## config.mk

```make
export PLATFORM = sky130hd
export DESIGN_NAME = i2c_target_ctrl_flat
export DESIGN_NICKNAME = d
export VERILOG_FILES = /design/src/rtl/i2c_target_ctrl_if.sv /design/src/rtl/i2c_target_ctrl.sv /design/src/flat_wrapper.sv
export SDC_FILE = /design/constraint.sdc
export NUM_CORES = 1
export LEC_CHECK = 0
export ABC_AREA = 1
export CORE_ASPECT_RATIO = 0.6
export CORE_MARGIN = 1
export CORE_UTILIZATION = 47
export CTS_CLUSTER_DIAMETER = 40
export DETAILED_ROUTE_END_ITERATION = 6
export PLACE_DENSITY = 0.68
export SYNTH_ARGS = -nofsm -noshare
export SYNTH_HDL_FRONTEND = slang
export SYNTH_SLANG_ARGS = --single-unit
```

## constraint.sdc

```tcl
create_clock -name clk -period 2.09 [get_ports clk]
set_input_delay 0.3135 -clock clk [delete_from_list [all_inputs] [get_ports clk]]
set_output_delay 0.3135 -clock clk [all_outputs]
set_load 0.05 [all_outputs]
```

## src/rtl/i2c_target_ctrl_if.sv

```systemverilog
`default_nettype none
// ============================================================================
//  Module      : i2c_target_ctrl_if
//  Description : Pad levels plus byte-wide register port of the I2C target.
//  Revision    : 1.0 - initial release
// ============================================================================
interface i2c_target_ctrl_if;
    logic       scl_i;
    logic       sda_i;
    logic       sda_oe;
    logic [7:0] reg_addr;
    logic       wr_en;
    logic [7:0] wr_data;
    logic       rd_en;
    logic [7:0] rd_data;
    logic       busy;

    modport slave (
        input  scl_i, sda_i, rd_data,
        output sda_oe, reg_addr, wr_en, wr_data, rd_en, busy
    );

    modport master (
        output scl_i, sda_i, rd_data,
        input  sda_oe, reg_addr, wr_en, wr_data, rd_en, busy
    );
endinterface
`default_nettype wire

```

## src/rtl/i2c_target_ctrl.sv

```systemverilog
`default_nettype none
// ============================================================================
//  Module      : i2c_target_ctrl
//  Description : I2C target bridging transfers to a byte register port with
//                an auto-incrementing 8-bit pointer. Never stretches SCL.
//  Revision    : 1.0 - initial release
// ============================================================================
module i2c_target_ctrl #(
    parameter logic [6:0] TARGET_ADDR = 7'h50,
    parameter int         SYNC_STAGES = 2
) (
    input  logic             clk,
    input  logic             rst,
    i2c_target_ctrl_if.slave bus
);

    typedef enum logic [3:0] {
        S_IDLE      = 4'd0,
        S_ADDR      = 4'd1,
        S_ADDR_ACK  = 4'd2,
        S_PTR       = 4'd3,
        S_PTR_ACK   = 4'd4,
        S_WDATA     = 4'd5,
        S_WDATA_ACK = 4'd6,
        S_RDATA     = 4'd7,
        S_RDATA_ACK = 4'd8,
        S_IGNORE    = 4'd9
    } state_t;

    logic [SYNC_STAGES-1:0] r_scl_sync;
    logic [SYNC_STAGES-1:0] r_sda_sync;
    logic                   r_scl_hist;
    logic                   r_sda_hist;
    logic                   w_scl_s;
    logic                   w_sda_s;
    logic                   w_scl_rise;
    logic                   w_scl_fall;
    logic                   w_start;
    logic                   w_stop;

    state_t     r_state, w_state_nxt;
    logic [2:0] r_bit_cnt, w_bit_cnt_nxt;
    logic [6:0] r_rx_sh, w_rx_nxt;
    logic [7:0] r_tx_sh, w_tx_nxt;
    logic       r_sda_oe, w_oe_nxt;
    logic [7:0] r_reg_addr, w_addr_nxt;
    logic       r_wr_en, w_wr_en_nxt;
    logic [7:0] r_wr_data, w_wr_data_nxt;
    logic       r_rd_en, w_rd_en_nxt;
    logic       r_rd_dly;
    logic       r_busy, w_busy_nxt;
    logic [7:0] w_rx_byte;

    // Synchronizers and history flops idle at 1, matching a released bus.
    always_ff @(posedge clk or posedge rst) begin
        if (rst) begin
            r_scl_sync <= '1;
            r_sda_sync <= '1;
            r_scl_hist <= 1'b1;
            r_sda_hist <= 1'b1;
        end else begin
            r_scl_sync <= {r_scl_sync[SYNC_STAGES-2:0], bus.scl_i};
            r_sda_sync <= {r_sda_sync[SYNC_STAGES-2:0], bus.sda_i};
            r_scl_hist <= r_scl_sync[SYNC_STAGES-1];
            r_sda_hist <= r_sda_sync[SYNC_STAGES-1];
        end
    end

    assign w_scl_s    = r_scl_sync[SYNC_STAGES-1];
    assign w_sda_s    = r_sda_sync[SYNC_STAGES-1];
    assign w_scl_rise = w_scl_s & ~r_scl_hist;
    assign w_scl_fall = ~w_scl_s & r_scl_hist;
    assign w_start    = w_scl_s & r_scl_hist & r_sda_hist & ~w_sda_s;
    assign w_stop     = w_scl_s & r_scl_hist & ~r_sda_hist & w_sda_s;
    assign w_rx_byte  = {r_rx_sh, w_sda_s};

    always_ff @(posedge clk or posedge rst) begin
        if (rst) begin
            r_state    <= S_IDLE;
            r_bit_cnt  <= 3'd0;
            r_rx_sh    <= 7'd0;
            r_tx_sh    <= 8'd0;
            r_sda_oe   <= 1'b0;
            r_reg_addr <= 8'd0;
            r_wr_en    <= 1'b0;
            r_wr_data  <= 8'd0;
            r_rd_en    <= 1'b0;
            r_rd_dly   <= 1'b0;
            r_busy     <= 1'b0;
        end else begin
            r_state    <= w_state_nxt;
            r_bit_cnt  <= w_bit_cnt_nxt;
            r_rx_sh    <= w_rx_nxt;
            r_tx_sh    <= w_tx_nxt;
            r_sda_oe   <= w_oe_nxt;
            r_reg_addr <= w_addr_nxt;
            r_wr_en    <= w_wr_en_nxt;
            r_wr_data  <= w_wr_data_nxt;
            r_rd_en    <= w_rd_en_nxt;
            r_rd_dly   <= r_rd_en;
            r_busy     <= w_busy_nxt;
        end
    end

    always_comb begin
        w_state_nxt   = r_state;
        w_bit_cnt_nxt = r_bit_cnt;
        w_rx_nxt      = r_rx_sh;
        w_tx_nxt      = r_rd_dly ? bus.rd_data : r_tx_sh;
        w_oe_nxt      = r_sda_oe;
        w_addr_nxt    = r_wr_en ? r_reg_addr + 8'd1 : r_reg_addr;
        w_wr_en_nxt   = 1'b0;
        w_wr_data_nxt = r_wr_data;
        w_rd_en_nxt   = 1'b0;
        w_busy_nxt    = r_busy;

        if (w_stop) begin
            w_state_nxt = S_IDLE;
            w_oe_nxt    = 1'b0;
            w_busy_nxt  = 1'b0;
        end else if (w_start) begin
            w_state_nxt   = S_ADDR;
            w_bit_cnt_nxt = 3'd0;
            w_oe_nxt      = 1'b0;
            w_busy_nxt    = 1'b0;
        end else begin
            unique case (r_state)
                S_ADDR, S_PTR, S_WDATA: begin
                    if (w_scl_rise) begin
                        w_rx_nxt      = w_rx_byte[6:0];
                        w_bit_cnt_nxt = r_bit_cnt + 3'd1;
                        if (r_bit_cnt == 3'd7) begin
                            if (r_state == S_ADDR) begin
                                if (w_rx_byte[7:1] == TARGET_ADDR) begin
                                    w_state_nxt = S_ADDR_ACK;
                                    w_busy_nxt  = 1'b1;
                                    w_rd_en_nxt = w_rx_byte[0];
                                end else begin
                                    w_state_nxt = S_IGNORE;
                                end
                            end else if (r_state == S_PTR) begin
                                w_addr_nxt  = w_rx_byte;
                                w_state_nxt = S_PTR_ACK;
                            end else begin
                                w_wr_data_nxt = w_rx_byte;
                                w_wr_en_nxt   = 1'b1;
                                w_state_nxt   = S_WDATA_ACK;
                            end
                        end
                    end
                end
                // First fall asserts ACK, second fall ends it; r_rx_sh[0] still holds R/W.
                S_ADDR_ACK, S_PTR_ACK, S_WDATA_ACK: begin
                    if (w_scl_fall) begin
                        if (!r_sda_oe) begin
                            w_oe_nxt = 1'b1;
                        end else begin
                            w_bit_cnt_nxt = 3'd0;
                            if (r_state == S_ADDR_ACK && r_rx_sh[0]) begin
                                w_state_nxt = S_RDATA;
                                w_oe_nxt    = ~r_tx_sh[7];
                                w_tx_nxt    = {r_tx_sh[6:0], 1'b0};
                            end else begin
                                w_oe_nxt    = 1'b0;
                                w_state_nxt = (r_state == S_ADDR_ACK) ? S_PTR : S_WDATA;
                            end
                        end
                    end
                end
                S_RDATA: begin
                    if (w_scl_fall) begin
                        w_oe_nxt = ~r_tx_sh[7];
                        w_tx_nxt = {r_tx_sh[6:0], 1'b0};
                    end else if (w_scl_rise) begin
                        w_bit_cnt_nxt = r_bit_cnt + 3'd1;
                        if (r_bit_cnt == 3'd7) begin
                            w_state_nxt = S_RDATA_ACK;
                        end
                    end
                end
                S_RDATA_ACK: begin
                    if (w_scl_fall) begin
                        w_oe_nxt   = 1'b0;
                        w_addr_nxt = r_reg_addr + 8'd1;
                    end else if (w_scl_rise) begin
                        if (!w_sda_s) begin
                            w_rd_en_nxt   = 1'b1;
                            w_bit_cnt_nxt = 3'd0;
                            w_state_nxt   = S_RDATA;
                        end else begin
                            w_state_nxt = S_IGNORE;
                            w_busy_nxt  = 1'b0;
                        end
                    end
                end
                default: begin
                end
            endcase
        end
    end

    assign bus.sda_oe   = r_sda_oe;
    assign bus.reg_addr = r_reg_addr;
    assign bus.wr_en    = r_wr_en;
    assign bus.wr_data  = r_wr_data;
    assign bus.rd_en    = r_rd_en;
    assign bus.busy     = r_busy;

endmodule
`default_nettype wire

```

## src/flat_wrapper.sv

```systemverilog
// flat-port wrapper written by rule: the top's interface ports become plain ports
module i2c_target_ctrl_flat 
#(
    parameter logic [6:0] TARGET_ADDR = 7'h50,
    parameter int         SYNC_STAGES = 2
)
  (clk, rst, bus_scl_i, bus_sda_i, bus_rd_data, bus_sda_oe, bus_reg_addr, bus_wr_en, bus_wr_data, bus_rd_en, bus_busy);
  i2c_target_ctrl_if bus_i ();
  input  logic clk;
  input  logic rst;
  input wire logic [$bits(bus_i.scl_i)-1:0] bus_scl_i;
  input wire logic [$bits(bus_i.sda_i)-1:0] bus_sda_i;
  input wire logic [$bits(bus_i.rd_data)-1:0] bus_rd_data;
  output wire logic [$bits(bus_i.sda_oe)-1:0] bus_sda_oe;
  output wire logic [$bits(bus_i.reg_addr)-1:0] bus_reg_addr;
  output wire logic [$bits(bus_i.wr_en)-1:0] bus_wr_en;
  output wire logic [$bits(bus_i.wr_data)-1:0] bus_wr_data;
  output wire logic [$bits(bus_i.rd_en)-1:0] bus_rd_en;
  output wire logic [$bits(bus_i.busy)-1:0] bus_busy;
  assign bus_i.scl_i = bus_scl_i;
  assign bus_i.sda_i = bus_sda_i;
  assign bus_i.rd_data = bus_rd_data;
  assign bus_sda_oe = bus_i.sda_oe;
  assign bus_reg_addr = bus_i.reg_addr;
  assign bus_wr_en = bus_i.wr_en;
  assign bus_wr_data = bus_i.wr_data;
  assign bus_rd_en = bus_i.rd_en;
  assign bus_busy = bus_i.busy;
  i2c_target_ctrl #(.TARGET_ADDR(TARGET_ADDR), .SYNC_STAGES(SYNC_STAGES)) u_core (.clk(clk), .rst(rst), .bus(bus_i));
endmodule
```

==> results.toml <==
[status]
status = "completed"

[synth]
synth_ff_type = "dfrtp_1"
yosys.area.top_type = "dfrtp_1"
async_reset_ff_share_pct = 100
synth_area_leaders = "dfrtp_1, nand2_1, o21ai_0"
postSynthCellCount = 404
yosys.area_share.simple_pct = 33.6
synth_fa_ha_area_share_pct = 1.27
muxShareOfSynthArea_pct = 0
yosys.cell_types.count = 36
yosysWarnings = 0
synth_xor_area_share_pct = 0.888
postSynthAreaPerCell_um2 = 7.32
yosys.area.top_type_share_pct = 36.4
synth_nets = 419
synth_edf_count = 0
yosysMostFrequentCell = "nand2_1"
netlist_area_um2 = 2960
synth_compound_area_share_pct = 14.5
synth_top_family_by_area = "simple AND/OR/NAND/NOR gates"
synth_seq_cells = 49
synth_common_cells = "nand2_1, inv_1, dfrtp_1, o21ai_0, nor2_1"
ys_seq_area_share_pct = 41.7

[critical_path]
worst-path-stages = 1
reg2reg_to = "u_core.bus.reg_addr[3]"
critPathKind = "register to output port"
cp_cell_sequence = "clkdlybuf4s50_1"
r2r_cells = 8
critical-path-max-stage-delay_ps = 840
arrival_ps = 1610
r2r_setup_slack_ps = 290
crit_path_end_kind = "output port"
r2r_start = "u_core.r_sda_sync[1]"
slowest_stage = "clkdlybuf4s50_1"
required_ps = 1780
path_buf_inv = 1
crit_family = "buffers and inverters"
start_kind = "register"
path_max_fanout = 5

[clock_network]
post_cts_buffers = 0
cts_tree = "built"
cts_buffers = 5
clk_latency_ps = 310
cts_resized = 0
cts_buffer_depth = 2
cts-root-buf = "clkbuf_8"
clk_pin_slew_ps = 100
cts_hold_buf = 0
cts_sinks = 49
htreeDepth = 2

[flow_run]
cap_violations = 0

[cells_and_area]
area_growth_pct = 17.7
layout-drive-gt1-share_pct = 14.5
antennaDiodeCount = 0
final_cell_area_um2 = 3480
nets = 456

[grt]
grt_pass1_wl_mm = 12.4
gr-total-overflow = 0
grt_max_degree = 23
first_global_vias = 2508
track_usage_pct = 23.8
antenna_found_initial = 0

[timing]
fmax_mhz = 519
max-slew-margin-rel_pct = 65.4
final-setup-viol-count = 0
rsz0062_at_grt = "false"
slew_viol_final = 0
worst_slew_pin_slew_ps = 517
fin_crit_sh_pct = 92.2
fin_ws_ps = 162
clock_skew_ps = 11.8
hold_viol_final = 0
fin_crit_ps = 1930
fin_setup_tns_ps = 0

[place]
place.gp.congestion = 0.995
dp_hpwl_mm = 5.61
placed_cell_area_um2 = 3380
place_ws_ps = 353
port_buffers = 31

[floorplan]
die_w_um = 104
start_util_pct = 51.0
coreArea_um2 = 5810
die_h_um = 63.5
dieArea_um2 = 6630
rows = 21
ioPinCount = 32

[route]
routed_wl_mm = 7.15
drtIter0Drc = 210
drc = 0
via_per_inst = 5.28
wl_per_cell_um = 13.7
vias = 2758
first_pass_iters = 5
antenna_left = 0

[pwr]
finalPower_mw = 3.89
ir_drop_v = 0.000672
p_per_area_nw_per_um2 = 1120
leakage_nw = 1.76

[worst_hold_path]
hold_path.class = "input pin to async pin"
[layer usage]
layer  up-vias  wire length [µm]  global-route usage, %
met5         -                 0                      0
met4         0                57                   4.82
met3         5               587                   3.83
met2        98              2740                   31.5
met1      1282              3770                   39.4
li1       1373                 -                      -
[power breakdown]
group	internal [mW]	switching, mW
clock network	0.251	0.356
registers	1.16	0.223
logic	0.606	1.29
[per-stage QoR]
step / cells / hold WS (ps) / util, %
after detailed placement: 514 / 349 / 58.3
after global placement: 514 / 347 / 58.3
after global routing: 522 / 354 / 60.0
final: 522 / 319 / 60.0
after CTS: 522 / 324 / 60.0
after floorplan: 404 / 318 / -
[cell usage in the layout, fill, tap and decap left out, types with 4 or more instances in the layout]
cell type,instances
nand3_1,21
nand4_1,7
o21ai_0,43
nand2_2,7
nor2_2,8
inv_2,7
o21ai_2,6
inv_1,47
a22oi_1,6
dfstp_2,6
clkbuf_8,5
clkdlybuf4s50_1,31
nand2_1,126
nor2_1,27
buf_4,4
dfrtp_1,43
or2_2,6
a21oi_1,8
[cell families (layout without fill, tap and decap cells)]
family,Yosys count,count (layout)
simple gates,215,215
compound gates,74,74
buf+inv,60,98
flops,49,49
fa+ha+maj,3,3
xor+xnor,3,3
[cell type report]
cell class,count,area [µm²]
Multi-Input combinational cell,295,1490
Inverter,54,203
Tap cell,80,100
Fill cell,541,2320
Timing Repair Buffer,36,360
Clock inverter,3,28.8
Sequential cell,49,1230
Clock buffer,5,68.8
[state kept, by name, summed over array words and instances (netlist names)]
signal               count
u_core.r_state           4
u_core.r_sda_hist        1
u_core.bus.sda_oe        1
u_core.r_scl_hist        1
u_core.bus.reg_addr      8
u_core.bus.wr_data       8
u_core.r_rd_dly          1
u_core.bus.busy          1
u_core.r_scl_sync        2
u_core.r_sda_sync        2
u_core.bus.rd_en         1
u_core.r_tx_sh           8
u_core.r_bit_cnt         3
u_core.bus.wr_en         1
u_core.r_rx_sh           7
[worst max-delay path by stage]
stage,start,endpoint,slack (ps)
finish,u_core.bus.reg_addr[0],bus_reg_addr[0],160
global route,u_core.bus.reg_addr[0],bus_reg_addr[0],110
detailed placement,u_core.r_sda_sync[1],u_core.bus.reg_addr[3],350
global placement,u_core.r_sda_sync[1],u_core.bus.reg_addr[3],370
floorplan,u_core.bus.reg_addr[0],u_core.bus.reg_addr[4],330
CTS,u_core.bus.reg_addr[0],bus_reg_addr[0],150
Note: power is estimated with default switching activity, not from simulation.
